--- config.mk ---
export PLATFORM = sky130hd
export DESIGN_NAME = rename_rollback_ctrl
export DESIGN_NICKNAME = d
export VERILOG_FILES = /design/src/rtl/rename_rollback_ctrl.sv
export SDC_FILE = /design/constraint.sdc
export NUM_CORES = 1
export LEC_CHECK = 0
export ABC_CLOCK_PERIOD_IN_PS = 6200
export CAP_MARGIN = 40
export CELL_PAD_IN_SITES_DETAIL_PLACEMENT = 1
export CELL_PAD_IN_SITES_GLOBAL_PLACEMENT = 1
export CORE_ASPECT_RATIO = 1.25
export CORE_MARGIN = 4
export CORE_UTILIZATION = 57
export CTS_CLUSTER_SIZE = 24
export DETAILED_ROUTE_END_ITERATION = 16
export PLACE_DENSITY = 0.89
export SLEW_MARGIN = 15
export SYNTH_ARGS = -nofsm -noshare
export SYNTH_HDL_FRONTEND = slang
export SYNTH_SLANG_ARGS = --single-unit
export TNS_END_PERCENT = 1
--- constraint.sdc ---
create_clock -name clk_i -period 6.2 [get_ports clk_i]
set_input_delay 1.24 -clock clk_i [delete_from_list [all_inputs] [get_ports clk_i]]
set_output_delay 1.24 -clock clk_i [all_outputs]
set_load 0.01 [all_outputs]
--- src/rtl/rename_rollback_ctrl.sv ---
// Rename history buffer: records {arch, old_phys, new_phys} per allocation, frees old_phys on
// retire, and on a flush walks youngest-to-oldest restoring the alias table one entry per cycle.
module rename_rollback_ctrl #(
    parameter int unsigned Depth = 16,
    parameter int unsigned PtrW  = 4,
    parameter int unsigned PregW = 6,
    parameter int unsigned AregW = 5
) (
    input  logic             clk_i,
    input  logic             rst_ni,

    input  logic             alloc_valid_i,
    input  logic [AregW-1:0] alloc_arch_reg_i,
    input  logic [PregW-1:0] alloc_new_phys_i,
    input  logic [PregW-1:0] alloc_old_phys_i,
    output logic             alloc_ready_o,
    output logic [PtrW-1:0]  alloc_tag_o,

    input  logic             retire_valid_i,
    output logic             free_valid_o,
    output logic [PregW-1:0] free_phys_o,

    input  logic             flush_valid_i,
    input  logic [PtrW-1:0]  flush_tag_i,
    output logic             restore_valid_o,
    output logic [AregW-1:0] restore_arch_reg_o,
    output logic [PregW-1:0] restore_phys_o,
    output logic             squash_free_valid_o,
    output logic [PregW-1:0] squash_free_phys_o,

    output logic             rename_stall_o,
    output logic             walk_done_o,
    output logic [PtrW:0]    count_o
);

    typedef enum logic [1:0] {StIdle, StWalk, StDone} state_e;

    localparam logic [PtrW:0] PtrOne   = (PtrW+1)'(1);
    localparam logic [PtrW:0] DepthCnt = (PtrW+1)'(Depth);

    state_e state_q, state_d;

    // Pointers carry an extra wrap bit so full and empty are distinguishable.
    logic [PtrW:0]   head_q, head_d;
    logic [PtrW:0]   tail_q, tail_d;
    logic [PtrW:0]   walk_ptr_q, walk_ptr_d;
    logic [PtrW-1:0] stop_q, stop_d;

    logic [AregW-1:0] arch_mem_q [Depth];
    logic [PregW-1:0] old_mem_q  [Depth];
    logic [PregW-1:0] new_mem_q  [Depth];

    logic full, empty, alloc_fire;
    logic [PtrW-1:0] head_idx, tail_idx, walk_idx;

    assign head_idx = head_q[PtrW-1:0];
    assign tail_idx = tail_q[PtrW-1:0];
    assign walk_idx = walk_ptr_q[PtrW-1:0];

    assign count_o = tail_q - head_q;
    assign full    = (count_o == DepthCnt);
    assign empty   = (count_o == '0);

    assign alloc_ready_o = (state_q == StIdle) && !full && !flush_valid_i;
    assign alloc_fire    = alloc_valid_i && alloc_ready_o;
    assign alloc_tag_o   = tail_idx;

    assign free_valid_o = retire_valid_i && !empty;
    assign free_phys_o  = old_mem_q[head_idx];

    // Walk strobes come only from state so a new flush cannot glitch them.
    assign restore_valid_o     = (state_q == StWalk);
    assign squash_free_valid_o = (state_q == StWalk);
    assign restore_arch_reg_o  = arch_mem_q[walk_idx];
    assign restore_phys_o      = old_mem_q[walk_idx];
    assign squash_free_phys_o  = new_mem_q[walk_idx];

    assign walk_done_o    = (state_q == StDone);
    assign rename_stall_o = (state_q != StIdle) || flush_valid_i;

    always_comb begin
        state_d    = state_q;
        head_d     = free_valid_o ? head_q + PtrOne : head_q;
        tail_d     = tail_q;
        walk_ptr_d = walk_ptr_q;
        stop_d     = stop_q;
        unique case (state_q)
            StIdle: begin
                if (alloc_fire) begin
                    tail_d = tail_q + PtrOne;
                end
                if (flush_valid_i) begin
                    walk_ptr_d = tail_q - PtrOne;
                    stop_d     = flush_tag_i;
                    state_d    = (flush_tag_i == tail_idx) ? StDone : StWalk;
                end
            end
            StWalk: begin
                tail_d     = walk_ptr_q;
                walk_ptr_d = walk_ptr_q - PtrOne;
                if (walk_idx == stop_q) begin
                    state_d = StDone;
                end
            end
            StDone: begin
                state_d = StIdle;
            end
            default: begin
                state_d = StIdle;
            end
        endcase
    end

    always_ff @(posedge clk_i or negedge rst_ni) begin
        if (!rst_ni) begin
            state_q    <= StIdle;
            head_q     <= '0;
            tail_q     <= '0;
            walk_ptr_q <= '0;
            stop_q     <= '0;
        end else begin
            state_q    <= state_d;
            head_q     <= head_d;
            tail_q     <= tail_d;
            walk_ptr_q <= walk_ptr_d;
            stop_q     <= stop_d;
        end
    end

    // Entry storage needs no reset; contents are qualified by the pointers.
    always_ff @(posedge clk_i) begin
        if (alloc_fire) begin
            arch_mem_q[tail_idx] <= alloc_arch_reg_i;
            old_mem_q[tail_idx]  <= alloc_old_phys_i;
            new_mem_q[tail_idx]  <= alloc_new_phys_i;
        end
    end

endmodule

## After elaboration in Yosys (flattened, before gate mapping)

Memories as Yosys holds them, arrays and structs flattened.
Index checks and enable logic that the tools add are counted.

| word-level totals | value |
|---|---|
| register bits | 21 |
| bits in writable memories | 272 |
| bits of input ports | 26 |
| output and inout port bits | 38 |
| memories | 3 |

| cells by class | value |
|---|---|
| add/subtract/negate cells | 5 |
| eq/ne operators | 8 |
| muxes and demuxes | 10 |
| reductions and logical operators | 16 |

Memories:

| memory | words | width | read ports | clocked after Yosys merged registers in | write ports | line | source |
|---|---|---|---|---|---|---|---|
| new_mem_q | 16 | 6 | 1 | 0 | 1 | 51 | `logic [PregW-1:0] new_mem_q [Depth];` |
| old_mem_q | 16 | 6 | 2 | 0 | 1 | 50 | `logic [PregW-1:0] old_mem_q [Depth];` |
| arch_mem_q | 16 | 5 | 1 | 0 | 1 | 49 | `logic [AregW-1:0] arch_mem_q [Depth];` |

Operators by type and width:

| cell | number |
|---|---|
| case mux 5 bit (2 select lines) | 2 |
| adder 5 x 1 -> 5 bit, second input constant | 2 |
| two-way mux 5 bit | 2 |
| subtractor 5 x 1 -> 5 bit, second input constant | 2 |
| == test 4 bit | 2 |
| AND reduction 2 bit | 4 |
| two-way mux 2 bit | 3 |
| == test 5 bit, second input constant | 1 |
| zero test 5 bit | 1 |
| subtractor 5 bit | 1 |
| logical AND 1 bit | 4 |
| inequality test 2 bit, second input constant | 2 |
| case mux 2 bit (2 select lines) | 1 |
| nonzero test 2 bit | 2 |
| zero test 1 bit | 3 |
| == test 2 x 1 -> 1 bit, second input constant | 1 |
| == test 2 bit, second input constant | 1 |
| zero test 2 bit | 1 |
| two-way mux 1 bit | 2 |
| inequality test 2 x 1 -> 1 bit, second input constant | 1 |
| logical OR 1 bit | 1 |

## Logic depth before layout (Yosys ltp)

| depth | value |
|---|---|
| depth in word-level cells | 8 |
| depth in mapped cells | 10 |

## Least setup slack after synthesis

OpenSTA, ideal clock, no wires.

| path | value |
|---|---|
| kind | register to register |
| start point | reg head_q[1] |
| end point | mem arch_mem_q[11][0] (enable) |
| arrival time | 3.691 ns |
| setup slack | 2.097 ns |
| cell stages (with the launch flop) | 11 |
| period minus slack after synthesis | 4.103 ns |
| path through | dfrtp_1 clkbuf_1 buf_1 inv_1 fa_1 xor2_2 nand4b_1 a211oi_2 buf_6 or2_2 nor3_1 |

| on the way | value |
|---|---|
| longest elaborated chain between the ends | 8 |

RTL lines:

| element | line | source |
|---|---|---|
| start, declared | 44 | `logic [PtrW:0] head_q, head_d;` |
| start signal, assigned | 117 | `head_q <= '0;` |
| start signal, assigned | 123 | `head_q <= head_d;` |
| subtractor 5 bit | 60 | `assign count_o = tail_q - head_q;` |
| named net count_o[2] | 33 | `output logic [PtrW:0] count_o` |
| == test 5 bit | 61 | `assign full = (count_o == DepthCnt);` |
| zero test 1 bit | 64 | `assign alloc_ready_o = (state_q == StIdle) && !full && !flush_valid_i;` |
| logical AND 1 bit (2 in a row) | 64 |  |
| logical AND 1 bit | 65 | `assign alloc_fire = alloc_valid_i && alloc_ready_o;` |
| two-way mux 1 bit | 132 | `if (alloc_fire) begin` |
| two-way mux 1 bit (implied by the code) | 133 | `arch_mem_q[tail_idx] <= alloc_arch_reg_i;` |
| end, declared | 49 |  |

The timed path passes the listed nets, and every way through them passes these cells.

## Worst setup path after layout

| path | value |
|---|---|
| start point | reg head_q[0] |
| end point | out alloc_ready_o |

| on the way | value |
|---|---|
| longest elaborated chain between the ends | 5 |

RTL lines:

| element | line | source |
|---|---|---|
| subtractor 5 bit | 60 |  |
| == test 5 bit | 61 |  |
| zero test 1 bit | 64 |  |
| logical AND 1 bit (2 in a row) | 64 |  |
| end, declared | 16 | `output logic alloc_ready_o,` |

No other way between the ends.

==> out/qor.txt <==
Seq/Total Area, Yosys - 0.6956
Status - complete, no violations
Root Buffer - clkbuf_16
Max VDD drop - 0.3340 mV
Pwr Density - 475.8 nW/µm²
Fmax - 196.6 MHz
Crit-path max FO - 28
Most used DFF post-synth - edfxtp_1
Top cell type by total area after synthesis - edfxtp_1
Layout cells sized above 1 - 0.2896
Total Wirelength - 31990 µm
Critical Path AT - 3850 ps
Slew @ Worst Pin - 778.1 ps
Worst-path clk slew - 60 ps
Worst path bufs/invs - 3
Startpoint Class - flip-flop
Die area - 24370 µm²
Post-synth EDFFs - 272
Post-Syn Nets - 636
Max-cap violation count - 0
Vias in the first global route - 7199
Synth area leaders - edfxtp_1, mux4_2, dfrtp_1
CTS tree - done
RSZ-0062 raised after global routing - false
Psw - 2.169 mW
Post-cts sizing count - 0
Fin cells - 980
Pre-antenna DRT Iters - 5
Comb power frac - 0.392
Flop-to-flop setup slack - 1990 ps
Maximum clock path buffer count - 3
Slew HR - 0.4794
CTS Sinks - 293
Distinct cells, synth - 51
FFs w/ async S/R, synth - 0.07167
Hold Path End - head_q[4]
Switching part of the total power - 0.3150
Cts hold-fix bufs - 0
Hold Path Stages - 1
Die height - 173.5 µm
Crit path cell chain - buf_4 > ha_1 > inv_1 > fa_1 > nor3b_1 > nand4b_1 > a211oi_2 > nor2_1 > clkdlybuf4s50_1
Clock share of power - 0.252
Area grow syn2layout - 15.82%
Post-Syn Area per Cell - 20.86 µm²
Gp weighted congestion - 0.7890
First-pass GRT wire length - 48150 µm
Post-Synthesis Cells - 599
Yosys synthesis warning count - 0
DP Wirelength - 17490 µm
Post-route clock period utilization - 0.8203
Number of diodes - 0
Synth Cell Area - 12500 µm²
CP max stage delay - 620 ps
Area of the multi-input gates - 3573 µm²
Rows - 60
DRC Markers - 0
DR vias/cell - 6.767
Postcts setup bufs - 0
Fin Setup TNS - 0 ps
IO Pins - 64
Share of the synthesized area in the top cell type - 0.6536
Seq cells post-synth - 293
DP Area - 13540 µm²
Fillcell total - 1691
WS Path Type - reg -> out
Largest net degree at the start of global routing - 38
Wire length per cell - 32.64 µm
Worst Hold Class - reg -> reg
Sequential power share - 0.356
CP top delay family - buffers and inverters
Total Routing Usage GR - 0.2698
Remaining Overflow, GRT - 0
Fin. max-slew vios - 0
Worst EP required - 4960 ps
Leakage - 4.748 nW
Initial Util - 0.5800
Worst Skew - 8.687 ps
Reg2reg path depth - 10
Worst reg2reg path startpoint - head_q[0]
CTS Buf Count - 29
Register area - 8698 µm²
Internal Power - 4.717 mW
H-tree depth - 1
Cell area after layout - 14470 µm²
Chip width - 140.4 µm
Core area - 21550 µm²
Final nets - 715
Clk Latency, worst-skew pair - 540 ps
Setup violators final - 0
Final worst path period need - 5086 ps
Initial antenna violation count - 1
Via count - 6632
Hold_sp - head_q[4]
Count of buffers from port buffering - 63
CP endpoint kind - output port
Crit path max-delay cell type - a211oi_2
Worst reg2reg path endpoint - old_mem_q[9][5]
Hold Vio Cnt, Final - 0
DRT antenna net count - 0
Initial drt markers - 649
Cells after DPL - 926
## how the worst max path moves through the flow
stage / from / to / slack (ps) / cells past startpoint
3_3_place_gp: head_q[0] / alloc_ready_o / 1880 / 9
5_1_grt: head_q[0] / alloc_ready_o / 810 / 9
3_5_place_dp: head_q[0] / alloc_ready_o / 1720 / 9
4_1_cts: head_q[0] / alloc_ready_o / 1110 / 9
6_report: head_q[0] / alloc_ready_o / 1110 / 9
2_1_floorplan: head_q[1] / arch_mem_q[11][0] / 2100 / 10
## cells in the mapped netlist (all sizes together) (7+ instances only)
cell and instances:
edfxtp 272, mux4 115, buf 25, dfrtp 21, nor2 18, clkbuf 17
and3 16, inv 11, xor2 11, ha 10, nand3 8, nor3 7
## metrics by stage
step	setup slack [ps]	power (mW)	utilization	hold WS, ps
after floorplan	2097	4.186	-	464.0
after global placement	1878	5.007	0.6255	495.3
after detailed placement	1716	5.169	0.6284	499.9
after CTS	1113	6.935	0.6718	511.6
after global routing	811.8	7.199	0.6718	537.3
final	1114	6.886	0.6718	505.8
## power groups by stage
stage	Sequential, mW	Clock [mW]	Combinational [mW]
floorplan	2.38	0	1.80
global placement	2.58	0	2.43
detailed placement	2.49	0	2.68
CTS	2.45	1.76	2.72
global route	2.47	1.86	2.87
finish	2.45	1.73	2.70
## cells in the final DEF (no fill, tap or decap), types with 8 or more instances in the layout
cell type        netlist  layout
ha_1                  10      10
inv_1                 10      10
clkdlybuf4s50_1        0      63
xor2_1                10      10
and3_1                15      15
dfrtp_1               21      19
nor2_1                18      17
buf_4                  5      24
edfxtp_1             272     272
mux4_2               115     115
nand3_1                8       8
clkbuf_16              0      29
## registers in the layout, indices dropped and copies added (netlist names)
register,count
arch_mem_q,80
state_q,2
walk_ptr_q,5
new_mem_q,96
head_q,5
tail_q,5
stop_q,4
old_mem_q,96
## cells by family after synthesis
logic type,after synthesis,synth area share
and+or+nand+nor,74,0.03234
xor gates and xnor gates,15,0.01111
muxes,122,0.2135
DFF,293,0.6956
adders and majority gates,11,0.01161
buffers and inverters,54,0.01962
AOI/OAI and AO/OA,30,0.01622
## worst reg2reg max path, cell delays in order, from the launching register on
cell and delay (ps):
dfrtp_1 330, buf_4 470, ha_1 280, inv_1 70, fa_1 430, xor2_2 230
nand4b_1 200, a211oi_2 180, nor2_1 650, and3_1 640, buf_4 390
## metal layers
metal  track usage  up-vias  routed length, µm
li1              -     2678                  -
met1        0.3565     3523              11940
met2        0.4613      353              16810
met3       0.04387       76               2152
met4       0.09289        2               1073
met5             0        -                 13
## layout make-up
type / instances / share of cell area
repair buffers: 90 / 0.06034
well taps: 279 / 0.02412
multi-input cells: 252 / 0.2469
clock inverters: 18 / 0.01262
clock buffers: 36 / 0.05195
flip-flops and latches: 293 / 0.6010
inverters: 12 / 0.003112
Note: power is estimated with default switching activity, not from simulation.
